--- src/rtl/imem_responder.sv ---
// imem_responder
//   Serves instruction-cache read requests from a shared RAM port. A request
//   is accepted in IDLE, held in REQ while the RAM is driven, and returned for
//   exactly one cycle in RESP (iwait low). RAM errors and timeouts return
//   ERRWORD with ierr. The data port (dbusy) pre-empts any instruction access.
//
// Parameters
//   TIMEOUT  REQ cycles allowed before the access is abandoned as an error
//   ERRWORD  word returned for an errored or timed-out fetch
//
// Ports
//   CLK, RST          clock, synchronous active-high reset
//   iREN, iaddr       instruction read request / word address
//   iwait, iload      response not ready / returned word
//   ierr              one-cycle error flag, coincident with iwait low
//   dbusy             data port owns the RAM
//   ramREN, ramaddr   RAM read enable / address
//   ramload, ramstate RAM read data / status (0 FREE, 1 BUSY, 2 ACCESS, 3 ERROR)
//
// Build option
//   IMEM_LOADBUF_EN   adds a one-entry last-fetch buffer; a repeat request
//                     for the buffered address responds without a RAM access.
//
// state | meaning
// IDLE  | waiting for a request; only state that accepts one
// REQ   | driving the RAM, waiting for ACCESS/ERROR/timeout or an abort
// RESP  | iwait low for one cycle, iload/ierr valid

module imem_responder #(
   parameter int unsigned TIMEOUT = 15,
   parameter logic [31:0] ERRWORD = 32'hBAD1BAD1
) (
   input  logic        CLK,
   input  logic        RST,
   input  logic        iREN,
   input  logic [31:0] iaddr,
   output logic        iwait,
   output logic [31:0] iload,
   output logic        ierr,
   input  logic        dbusy,
   output logic        ramREN,
   output logic [31:0] ramaddr,
   input  logic [31:0] ramload,
   input  logic [1:0]  ramstate
);

   typedef enum logic [1:0] {S_IDLE, S_REQ, S_RESP} state_e;

   localparam logic [1:0] RAM_ACCESS = 2'd2;
   localparam logic [1:0] RAM_ERROR  = 2'd3;

   state_e      state_q, state_d;
   logic [31:0] addr_q, addr_d;
   logic [3:0]  cnt_q, cnt_d;
   logic [31:0] data_q, data_d;
   logic        err_q, err_d;
   logic        timeout_hit;

`ifdef IMEM_LOADBUF_EN
   logic [31:0] buf_addr_q, buf_addr_d;
   logic [31:0] buf_data_q, buf_data_d;
   logic        buf_valid_q, buf_valid_d;
`endif

   // cnt_q holds the number of REQ cycles already spent, so the current cycle
   // is number cnt_q+1; the fetch is abandoned at the end of cycle TIMEOUT.
   assign timeout_hit = ({28'd0, cnt_q} + 32'd1) >= TIMEOUT;

   always_comb begin
      state_d = state_q;
      addr_d  = addr_q;
      cnt_d   = cnt_q;
      data_d  = data_q;
      err_d   = err_q;
`ifdef IMEM_LOADBUF_EN
      buf_addr_d  = buf_addr_q;
      buf_data_d  = buf_data_q;
      buf_valid_d = buf_valid_q;
`endif
      case (state_q)
         S_IDLE: begin
            if (iREN && !dbusy) begin
               addr_d  = iaddr;
               cnt_d   = 4'd0;
               state_d = S_REQ;
`ifdef IMEM_LOADBUF_EN
               if (buf_valid_q && (iaddr == buf_addr_q)) begin
                  data_d  = buf_data_q;
                  err_d   = 1'b0;
                  state_d = S_RESP;
               end
`endif
            end
         end
         S_REQ: begin
            // Abort wins over a same-cycle ACCESS/ERROR: the requester has
            // already moved on, so the word must not be returned.
            if (!iREN || (iaddr != addr_q) || dbusy) begin
               state_d = S_IDLE;
            end else if (ramstate == RAM_ACCESS) begin
               data_d  = ramload;
               err_d   = 1'b0;
               state_d = S_RESP;
            end else if ((ramstate == RAM_ERROR) || timeout_hit) begin
               data_d  = ERRWORD;
               err_d   = 1'b1;
               state_d = S_RESP;
`ifdef IMEM_LOADBUF_EN
               buf_valid_d = 1'b0;
`endif
            end else if (cnt_q != 4'hF) begin
               cnt_d = cnt_q + 4'd1;
            end
         end
         S_RESP: begin
            state_d = S_IDLE;
            err_d   = 1'b0;
`ifdef IMEM_LOADBUF_EN
            if (!err_q) begin
               buf_addr_d  = addr_q;
               buf_data_d  = data_q;
               buf_valid_d = 1'b1;
            end
`endif
         end
         default: state_d = S_IDLE;
      endcase
   end

   always_ff @(posedge CLK) begin
      if (RST) begin
         state_q <= S_IDLE;
         addr_q  <= '0;
         cnt_q   <= '0;
         data_q  <= '0;
         err_q   <= 1'b0;
`ifdef IMEM_LOADBUF_EN
         buf_addr_q  <= '0;
         buf_data_q  <= '0;
         buf_valid_q <= 1'b0;
`endif
      end else begin
         state_q <= state_d;
         addr_q  <= addr_d;
         cnt_q   <= cnt_d;
         data_q  <= data_d;
         err_q   <= err_d;
`ifdef IMEM_LOADBUF_EN
         buf_addr_q  <= buf_addr_d;
         buf_data_q  <= buf_data_d;
         buf_valid_q <= buf_valid_d;
`endif
      end
   end

   assign iwait   = (state_q != S_RESP);
   assign ierr    = (state_q == S_RESP) && err_q;
   assign iload   = data_q;
   assign ramREN  = (state_q == S_REQ);
   assign ramaddr = ramREN ? addr_q : 32'd0;

endmodule
--- config.mk ---
export PLATFORM = sky130hd
export DESIGN_NAME = imem_responder
export DESIGN_NICKNAME = d
export VERILOG_FILES = /design/src/rtl/imem_responder.sv
export SDC_FILE = /design/constraint.sdc
export NUM_CORES = 1
export LEC_CHECK = 0
export ABC_AREA = 0
export CAP_MARGIN = 20
export CORE_MARGIN = 2
export CORE_UTILIZATION = 40
export DETAILED_ROUTE_END_ITERATION = 16
export HOLD_SLACK_MARGIN = 0.03
export PLACE_DENSITY = 0.73
export SLEW_MARGIN = 20
export SYNTH_ARGS = -nofsm -noshare
export SYNTH_HDL_FRONTEND = slang
export SYNTH_SLANG_ARGS = --single-unit
--- constraint.sdc ---
create_clock -name CLK -period 4.2 [get_ports CLK]
set_input_delay 0.42 -clock CLK [delete_from_list [all_inputs] [get_ports CLK]]
set_output_delay 0.42 -clock CLK [all_outputs]
set_load 0.1 [all_outputs]
=== After elaboration in Yosys (flattened, before gate mapping) ===
Index checks and enable logic that the tools add are counted.

* Register bits after elaboration: 71
* Output and inout port bits: 67
* Logic and storage cells: 57

* Add/sub/neg operators: 2
* $lt $le $gt $ge: 1
* Equality and inequality tests: 14
* Multiplexer cells: 18
* Bitwise operators: 1
* Reductions and logical operators: 16

{| class="wikitable"
|+ Operators by type and width
! operator !! number
|-
| two-way mux 32 bit || 3
|-
| inequality test 32 bit || 1
|-
| two-way mux 4 bit || 5
|-
| inequality test 2 bit (second input constant) || 5
|-
| two-way mux 2 bit || 4
|-
| case mux 4 bit (2 select lines) || 1
|-
| == test 2 bit (second input constant) || 3
|-
| AND reduction 3 bit || 2
|-
| AND reduction 6 bit || 1
|-
| nonzero test 2 bit || 3
|-
| adder 4 x 1 -> 5 bit (second input constant) || 1
|-
| greater-or-equal comparator 5 x 4 -> 1 bit (second input constant) || 1
|-
| adder 4 x 1 -> 4 bit (second input constant) || 1
|-
| inequality test 4 x 1 -> 1 bit (second input constant) || 1
|-
| inequality test 4 bit (second input constant) || 1
|-
| case mux 2 bit (2 select lines) || 1
|-
| AND reduction 2 bit || 2
|-
| logical OR 1 bit || 3
|-
| two-way mux 1 bit || 3
|-
| inequality test 3 x 1 -> 1 bit (second input constant) || 1
|-
| == test 2 x 1 -> 1 bit (second input constant) || 1
|-
| logical AND 1 bit || 2
|-
| logical NOT 1 bit || 2
|-
| logical NOT 2 bit || 1
|-
| other kinds (3) || 3
|}

=== Depth between registers and ports, before layout ===
Gate-level depths: netlist (run 1).

* Depth after elaboration: 7
* Gate-level depth with buffers: 10
* Gate-level depth less buffers: 9

=== Worst setup path before layout (run 1) ===
No wires, ideal clock.

* Path kind: register -> output
* Start: reg state_q[1]
* End: out ramaddr[10]
* Arrival: 2.790 ns
* Setup slack: 0.990 ns
* Stages on the path, launching flop included: 7
* Buffers on the path: 3
* Path through: dfxtp_1 > inv_1 > ha_1 > clkbuf_1 > clkbuf_1 > clkbuf_1 > and2_1

* Cells in the longest elaborated chain, start to end: 2

{| class="wikitable"
|+ RTL lines
! item !! line !! text
|-
| start: declaration || 52 || <nowiki>state_e state_q, state_d;</nowiki>
|-
| start signal: assignment || 143 || <nowiki>state_q <= state_d;</nowiki>
|-
| == test 2 x 1 -> 1 bit || 159 || <nowiki>assign ramREN = (state_q == S_REQ);</nowiki>
|-
| named net ramREN || 41 || <nowiki>output logic ramREN,</nowiki>
|-
| two-way mux 32 bit || 160 || <nowiki>assign ramaddr = ramREN ? addr_q : 32'd0;</nowiki>
|-
| end: declaration || 42 || <nowiki>output logic [31:0] ramaddr,</nowiki>
|}

The timed path passes the listed nets, and every way through them passes these cells.

=== Final worst setup path (run 1) ===
* Start: reg cnt_q[0]
* End: reg cnt_q[3]

* Cells in the longest elaborated chain, start to end: 6
* Elaborated cells between the ends (all ways): 13
* Those cells by class: 2 x add/sub; 1 x order compare; 3 x eq/ne; 5 x mux; 2 x reduce/logical

{| class="wikitable"
|+ RTL lines
! item !! line !! text
|-
| start: declaration || 54 || <nowiki>logic [3:0] cnt_q, cnt_d;</nowiki>
|-
| start signal: assignment || 145 || <nowiki>cnt_q <= cnt_d;</nowiki>
|-
| parallel branches: the longest is 6 deep, another holds adder 4 x 1 -> 5 bit || n/a ||
|}

Several ways; the timed one is not identified. The select of a mux whose other input is x is not followed.
A chain may end at the register's enable or synchronous reset.

==> results of run 1 <==
[worst register-to-register path: cells and delay by family (launching register included)]
family,cells,cell delay (ns)
simple gates,4,1.24
flops,1,0.48
fa+ha+maj,1,0.32
compound gates,3,0.55
buf+inv,1,0.11
[sequential cells by signal (all words and copies together) (netlist names)]
name     flops
state_q      2
addr_q      32
iload       32
cnt_q        4
err_q        1
[logic make-up after synthesis]
| logic type | count (synthesis) | share of synthesized area, % |
|---|---|---|
| simple gates | 237 | 33.6 |
| flops | 71 | 41.2 |
| compound gates | 68 | 11.0 |
| buf+inv | 38 | 4.25 |
| xor+xnor | 32 | 8.13 |
| fa+ha+maj | 5 | 1.82 |
[path summary, 6_finish.rpt]
| check | to | cells after the start |
|---|---|---|
| worst max-delay path | cnt_q[3]$_SDFFE_PP0P_ | 9 |
| worst min register to register | iload[8]$_SDFFE_PP0P_ | 2 |
| worst min-delay path | iload[8]$_SDFFE_PP0P_ | 2 |
| worst max register to register | cnt_q[3]$_SDFFE_PP0P_ | 9 |
[power by group through the flow]
stage	clock network (mW)	registers (mW)	logic, mW
5_1_grt	0.710	0.703	0.247
3_5_place_dp	0	0.717	0.228
3_3_place_gp	0	0.716	0.226
6_report	0.669	0.701	0.230
4_1_cts	0.680	0.701	0.229
2_1_floorplan	0	0.714	0.123
[cell usage after synthesis, drive strengths merged]
cell type   n
a31oi       3
or4         1
inv         9
a21oi      52
and3        2
xnor2       1
a21bo       1
a311o       1
xor2       31
nor3       39
nor2b       3
a211oi      1
nor4       13
a2bb2oi     1
nand2      85
nand2b      2
dfxtp      71
nor4b       1
a211o       2
nand3      18
clkbuf     24
nor2       30
nand4       5
and2       32
o41ai       2
or2         1
nor4bb      1
buf         5
ha          5
nand4b      3
a22oi       1
o21ai       4
nor3b       1
[area by class of cell]
type / instances / area [µm²]
Multi-Input combinational cell: 342 / 1880
Clock inverter: 7 / 121
Sequential cell: 71 / 1420
Timing Repair Buffer: 141 / 1310
Fill cell: 758 / 3270
Tap cell: 105 / 131
Clock buffer: 9 / 124
Inverter: 9 / 33.8
[stage by stage]
stage               setup slack [ns]  cells
global placement                1.29    668
finish                          1.44    684
global route                    1.27    684
floorplan                      0.990    451
detailed placement              1.26    668
CTS                             1.48    684
[per-layer routing]
| metal | global-route usage [%] | vias to the layer above | wire length, µm |
|---|---|---|---|
| met4 | 6.83 | 0 | 175 |
| li1 | - | 1765 | - |
| met2 | 35.1 | 114 | 4880 |
| met5 | 0 | - | 0 |
| met3 | 4.41 | 17 | 513 |
| met1 | 27.4 | 1634 | 4570 |
==> reports/metrics.cfg, run 1 <==
[worst_setup_path]
cp.arrival_ns=3.04
startpoint_type=register
cp_data_required_time_ns=4.48
cp_num_buf_inv=1
path_cells=inv_1 -> ha_1 -> or2_2 -> a21oi_1 -> a211o_1 -> nor4_4 -> nand2_2 -> or4_1 -> o21ai_0
worst_path_largest_cell_delay_ns=0.56
cp_slowest_cell=nor4_4
crit_fanout=9
endpoint_kind=register
worstSetupStartpoint=cnt_q[0]$_SDFFE_PP0P_
regToRegStartpoint=cnt_q[0]$_SDFFE_PP0P_
r2r_slack_ns=1.44
critical-path-top-delay-family=simple AND/OR/NAND/NOR gates
path_class=register to register

[floorplanning]
pin_count=137
die_area_mm2=0.00937
coreArea_mm2=0.00830
initial_core_util_pct=41.5
die_x_um=96.8
die_h_um=96.8
rows=33

[route]
wl_per_cell_um=14.8
detail-route-antenna-nets=0
vias_per_cell=5.16
drc=0
routed-via-count=3530
drtPass1Iterations=5
drt_first_iter_violations=154
wl_um=10100

[cells_and_area]
area_growth_pct=45.9
fin_util_pct=60.6
drive_above_1_share_pct=10.5
final_cell_mix=102 x clkdlybuf4s50_1, 83 x nand2_1, 71 x dfxtp_1
layout_commonest_cell=clkdlybuf4s50_1
n_antenna_cell=0
finalNetCount=649
fin_area_mm2=0.00503

[grt]
first_global_vias=3368
grt_util_all_layers_pct=21.1
antenna_found_initial=0
grt.overflow.total=0
grt_pass1_wl_um=16400
grt_max_degree=49

[clock_tree]
htree_levels=3
postCtsSetupBuffers=0
cts.sinks=71
cts_root_buf=clkbuf_8
clk_transition_reported_paths_ns=0.08
cts_buffer_depth=2
clk_latency_ns=0.36
cts.repair.resized=0
tritoncts=yes
cts_hold_buf=0
numCtsBuffers=9

[power]
seqPwrFrac_pct=43.8
switchingPower_uw=419
sw_frac_of_total_pct=26.2
p_leak_nw=1.92
pwr-share-comb_pct=14.4
total_power_mw=1.60
peakVddDrop_mv=0.174
p_clk_share_pct=41.8
p_per_area_mw_per_mm2=318
internal_power_mw=1.18

[place]
dpl_cell_area_mm2=0.00478
gp_congestion=0.837
hpwl_um=7160
numPortBuffers=136

[timing]
hold_ws_ns=0.454
tightest_slew_ns=1.06
fin_skew_ns=0.0130
setup_violations=0
finalCriticalPeriod_ns=2.76
hold_violations=0
rsz0062_at_grt=no
post-route-period-util_pct=65.7
slew-limit-headroom_pct=29.2
fmax_mhz=362
fin_setup_tns_ns=0
slew_violations=0

[run]
timing.max_cap.violations=0

[synth]
synth_area_mm2=0.00345
syn_avg_cell_area_um2=7.64
synthCells=451
synth_cell_types=36
ys_seq_area_share_pct=41.2
ys_seq_elements=71
synth_largest_area_cell=dfxtp_1
yosysWarnings=0
synth_area_leaders=dfxtp_1 41%, nand2_1 9.2%, xor2_1 7.9%
synth_nets=526
synth_top_cell_area_share_pct=41.2

[outcome]
status=finished clean

[min_path]
hold_path_class=register to register
hp-start=iload[8]$_SDFFE_PP0P_

Note: power is estimated with default switching activity, not from simulation.
==> run 2: changes to the inputs <==
Clock period 4.2 ns to 2.8 ns, I/O delays scaled along.
==> reports/metrics.cfg, run 2 (synthesis gave the netlist of run 1 again) <==
[outcome]
status=finished clean

[power]
total_power_mw=2.33  ; +46%
peakVddDrop_mv=0.384  ; +120%
p_leak_nw=1.99  ; +3.6%
p_per_area_mw_per_mm2=471  ; +48%

[cells_and_area]
fin_area_mm2=0.00495  ; -1.6%
n_antenna_cell=0  ; unchanged
finalNetCount=651  ; +0.31%
stdcell_count=686  ; +0.29%
final_cell_mix=84 x nand2_1, 73 x buf_4, 71 x dfxtp_1
seqCellArea_mm2=0.00142  ; unchanged
nFillCells=760  ; +0.26%
drive_above_1_share_pct=16.4  ; +5.8 points
multi_input_area_mm2=0.00188  ; unchanged
fin_util_pct=59.6  ; -0.95 points
area_growth_pct=43.6
layout_commonest_cell=nand2_1

[worst_setup_path]
regToRegStartpoint=cnt_q[0]$_SDFFE_PP0P_
crit_fanout=9  ; unchanged
r2r-end=cnt_q[3]$_SDFFE_PP0P_
worstSetupStartpoint=cnt_q[0]$_SDFFE_PP0P_
cp-endpoint=cnt_q[3]$_SDFFE_PP0P_
r2r_slack_ns=0.14  ; -1.29 ns
cp_data_required_time_ns=3.07  ; -1.41 ns
cp.arrival_ns=2.93  ; -0.11 ns
path_class=register to register
endpoint_kind=register
r2r_cells=9  ; unchanged
startpoint_type=register

[timing]
rsz0062_at_grt=no
slew_violations=0  ; unchanged
setup_violations=0  ; unchanged
slew-limit-headroom_pct=48.6  ; +19 points
post-route-period-util_pct=94.8  ; +29 points
fin_skew_ns=0.0104  ; -0.00265 ns
fmax_mhz=377  ; +4.0%
fin_ws_ns=0.145  ; -1.29 ns
hold_violations=0  ; unchanged
hold_ws_ns=0.407  ; -0.0470 ns
fin_setup_tns_ns=0  ; unchanged
tightest_slew_ns=0.771  ; -0.289 ns
finalCriticalPeriod_ns=2.66  ; -0.105 ns

[place]
dp_cells=670  ; +0.30%
hpwl_um=7180  ; +0.31%
gp_congestion=0.916  ; +9.5%
numPortBuffers=136  ; unchanged
pre_cts_slack_ns=0.183  ; -1.08 ns
dpl_cell_area_mm2=0.00472  ; -1.2%

[clock_tree]
clk_transition_reported_paths_ns=0.08  ; about the same
cts_hold_buf=0  ; unchanged
numCtsBuffers=9  ; unchanged
tritoncts=yes
cts_buffer_depth=2  ; unchanged
cts.repair.resized=0  ; unchanged
htree_levels=3  ; unchanged
postCtsSetupBuffers=0  ; unchanged
cts_root_buf=clkbuf_8
clk_latency_ns=0.34  ; -0.02 ns
cts.sinks=71  ; unchanged

[grt]
grt_util_all_layers_pct=20.9  ; -0.25 points
grt_max_degree=50  ; +2.0%
grt_pass1_wl_um=16200  ; -1.2%
grt.overflow.total=0  ; unchanged
antenna_found_initial=0  ; unchanged
first_global_vias=3297  ; -2.1%

[floorplanning]
die_h_um=96.8  ; unchanged
pin_count=137  ; unchanged
initial_core_util_pct=41.5  ; unchanged
die_area_mm2=0.00937  ; unchanged
die_x_um=96.8  ; unchanged
rows=33  ; unchanged
coreArea_mm2=0.00830  ; unchanged

[route]
maxUsedRoutingLayer=met4
routed-via-count=3514  ; -0.45%
wl_met2_um=5010  ; +2.6%
wl_per_cell_um=14.8  ; -0.20%
met3_length_um=453  ; -12%
wl_met1_um=4530  ; -0.81%
drt_first_iter_violations=240  ; +56%
wl_um=10100  ; about the same
vias_per_cell=5.12  ; -0.74%
detail-route-antenna-nets=0  ; unchanged
drc=0  ; unchanged
drtPass1Iterations=4  ; -1

[min_path]
hold_path_class=input pin to register

[run]
timing.max_cap.violations=0  ; unchanged

run 2: layer usage:
| metal | vias to the layer above | track usage [%] |
|---|---|---|
| met1 | 1639 | 26.6 |
| li1 | 1766 | - |
| met4 | 0 | 5.42 |
| met5 | - | 0 |
| met2 | 97 | 35.3 |
| met3 | 12 | 5.27 |
run 2: report_power, final:
group	total, mW	switching, mW	internal (mW)
Combinational	0.347	0.201	0.147
Clock	0.930	0.379	0.550
Sequential	1.05	0.0190	1.03
Total	2.33	0.599	1.73
run 2: worst min path at each step:
stage,startpoint,cells after the start,slack [ns],to
after floorplan,iaddr[0],2,0.42,addr_q[0]$_SDFFE_PP0P_
final,RST,2,0.41,addr_q[19]$_SDFFE_PP0P_
after CTS,RST,2,0.40,iload[30]$_SDFFE_PP0P_
after global routing,RST,2,0.42,iload[30]$_SDFFE_PP0P_
after detailed placement,iload[17]$_SDFFE_PP0P_,2,0.44,iload[17]$_SDFFE_PP0P_
after global placement,iload[1]$_SDFFE_PP0P_,2,0.44,iload[1]$_SDFFE_PP0P_
run 2: worst max-delay path, stage by stage (launching register included):
cell	delay, ns
dfxtp_1	0.49
inv_1	0.13
ha_1	0.34
or2_2	0.13
a21oi_1	0.06
a211o_1	0.38
nor4_4	0.43
nand2_2	0.13
or4_1	0.42
o21ai_0	0.08
run 2: layout make-up:
| class | instances | area share [%] |
|---|---|---|
| tap | 105 | 2.66 |
| clock inverter | 3 | 1.32 |
| clock buffer | 13 | 3.21 |
| sequential | 71 | 28.7 |
| multi-input combinational | 342 | 38.1 |
| inverter | 9 | 0.683 |
| timing repair buffer | 143 | 25.3 |
==> run 3: changes to the inputs <==
Clock period 2.8 ns to 2.95 ns, I/O delays scaled along.
==> reports/metrics.cfg, run 3 (synthesis gave the netlist of run 1 again) <==
[outcome]
status=finished clean

[cells_and_area]
nFillCells=737  ; -3.0%
fin_area_mm2=0.00493  ; -0.35%
layout_commonest_cell=nand2_1
seqCellArea_mm2=0.00142  ; unchanged
drive_above_1_share_pct=16.6  ; +0.20 points
area_growth_pct=43.1
n_antenna_cell=0  ; unchanged
final_cell_mix=84 x nand2_1, 74 x buf_4, 71 x dfxtp_1
finalNetCount=651  ; unchanged
multi_input_area_mm2=0.00188  ; unchanged

[route]
detail-route-antenna-nets=0  ; unchanged
drc=0  ; unchanged
vias_per_cell=5.15  ; +0.54%
wl_per_cell_um=15.0  ; +1.7%
drtPass1Iterations=4  ; unchanged
routed-via-count=3528  ; +0.40%
drt_first_iter_violations=194  ; -19%
wl_um=10300  ; +1.5%

[grt]
grtUsageMet2_pct=36.8  ; +1.5 points
grt.overflow.total=0  ; unchanged
grt_pass1_wl_um=16800  ; +3.7%
grt_util_all_layers_pct=21.8  ; +0.86 points
grt_max_degree=50  ; unchanged
antenna_found_initial=0  ; unchanged
grt.busiest_layer=met2
grtUsageMet1_pct=28.0  ; +1.4 points
use_met3_pct=3.97  ; -1.3 points
first_global_vias=3466  ; +5.1%

[timing]
fin_skew_ns=0.00860  ; -0.00180 ns
setup_violations=0  ; unchanged
tightest_slew_ns=0.926  ; +0.155 ns
hold_violations=0  ; unchanged
hold_ws_ns=0.457  ; +0.0503 ns
fin_setup_tns_ns=0  ; unchanged
fin_ws_ns=0.424  ; +0.279 ns
slew_violations=0  ; unchanged
post-route-period-util_pct=85.6  ; -9.2 points
slew-limit-headroom_pct=38.3  ; -10 points
rsz0062_at_grt=no
finalCriticalPeriod_ns=2.53  ; -0.129 ns
fmax_mhz=396  ; +5.1%

[clock_tree]
cts.repair.resized=0  ; unchanged
clk_transition_reported_paths_ns=0.08  ; about the same
cts_hold_buf=0  ; unchanged
numCtsBuffers=9  ; unchanged
clk_latency_ns=0.34  ; about the same
cts_buffer_depth=2  ; unchanged
tritoncts=yes
cts.sinks=71  ; unchanged
cts_root_buf=clkbuf_8
htree_levels=3  ; unchanged
postCtsSetupBuffers=0  ; unchanged

[floorplanning]
initial_core_util_pct=41.5  ; unchanged
rows=33  ; unchanged
coreArea_mm2=0.00830  ; unchanged
die_h_um=96.8  ; unchanged
die_x_um=96.8  ; unchanged
die_area_mm2=0.00937  ; unchanged
pin_count=137  ; unchanged

[worst_setup_path]
crit_fanout=9  ; unchanged
path_class=register to register
startpoint_type=register
endpoint_kind=register
r2r_slack_ns=0.42  ; +0.28 ns
cp.arrival_ns=2.79  ; -0.14 ns
cp_data_required_time_ns=3.22  ; +0.15 ns

[place]
gp_congestion=0.832  ; -9.2%
pre_cts_slack_ns=0.358  ; +0.175 ns
dpl_cell_area_mm2=0.00471  ; -0.26%
hpwl_um=7210  ; +0.49%
numPortBuffers=136  ; unchanged

[run]
timing.max_cap.violations=0  ; unchanged

[power]
p_leak_nw=1.98  ; -0.38%
p_per_area_mw_per_mm2=446  ; -5.3%
peakVddDrop_mv=0.185  ; -52%

[min_path]
hold_path_class=register to register

-- run 3: path summary, 6_finish.rpt --
kind                                             start                      to  cells past startpoint
worst max-delay path             cnt_q[0]$_SDFFE_PP0P_   cnt_q[3]$_SDFFE_PP0P_                      9
worst min-delay path            iload[14]$_SDFFE_PP0P_  iload[14]$_SDFFE_PP0P_                      2
worst max register to register   cnt_q[0]$_SDFFE_PP0P_   cnt_q[3]$_SDFFE_PP0P_                      9
worst min register to register  iload[14]$_SDFFE_PP0P_  iload[14]$_SDFFE_PP0P_                      2
-- run 3: cell type report --
| class | count | area share (%) |
|---|---|---|
| Clock buffer | 10 | 2.79 |
| Clock inverter | 5 | 1.65 |
| Inverter | 9 | 0.685 |
| Multi-Input combinational cell | 342 | 38.2 |
| Sequential cell | 71 | 28.8 |
| Tap cell | 105 | 2.66 |
| Timing Repair Buffer | 143 | 25.2 |
-- run 3: worst max-delay path, cell delays in order (launching register included) --
cell and delay [ns]:
dfxtp_1 0.46, inv_1 0.10, ha_1 0.32, or2_2 0.12
a21oi_1 0.06, a211o_1 0.38, nor4_4 0.37, nand2_2 0.13
or4_1 0.43, o21ai_0 0.07
-- run 3: layer usage --
metal  share of wire, %  up-vias
met4               0.82        0
li1                   -     1772
met1                 44     1660
met5                  0        -
met2                 50       92
met3                4.3        4
-- run 3: power by group --
group / internal [mW] / switching [mW]
registers: 0.980 / 0.0178
logic: 0.139 / 0.190
clock network: 0.496 / 0.374
-- run 3: stage by stage --
stage / total power, mW / utilization [%] / cells
floorplan: 1.19 / - / 451
global placement: 1.35 / 56.8 / 670
detailed placement: 1.35 / 56.8 / 670
CTS: 2.21 / 59.4 / 685
global route: 2.29 / 59.4 / 685
finish: 2.20 / 59.4 / 685
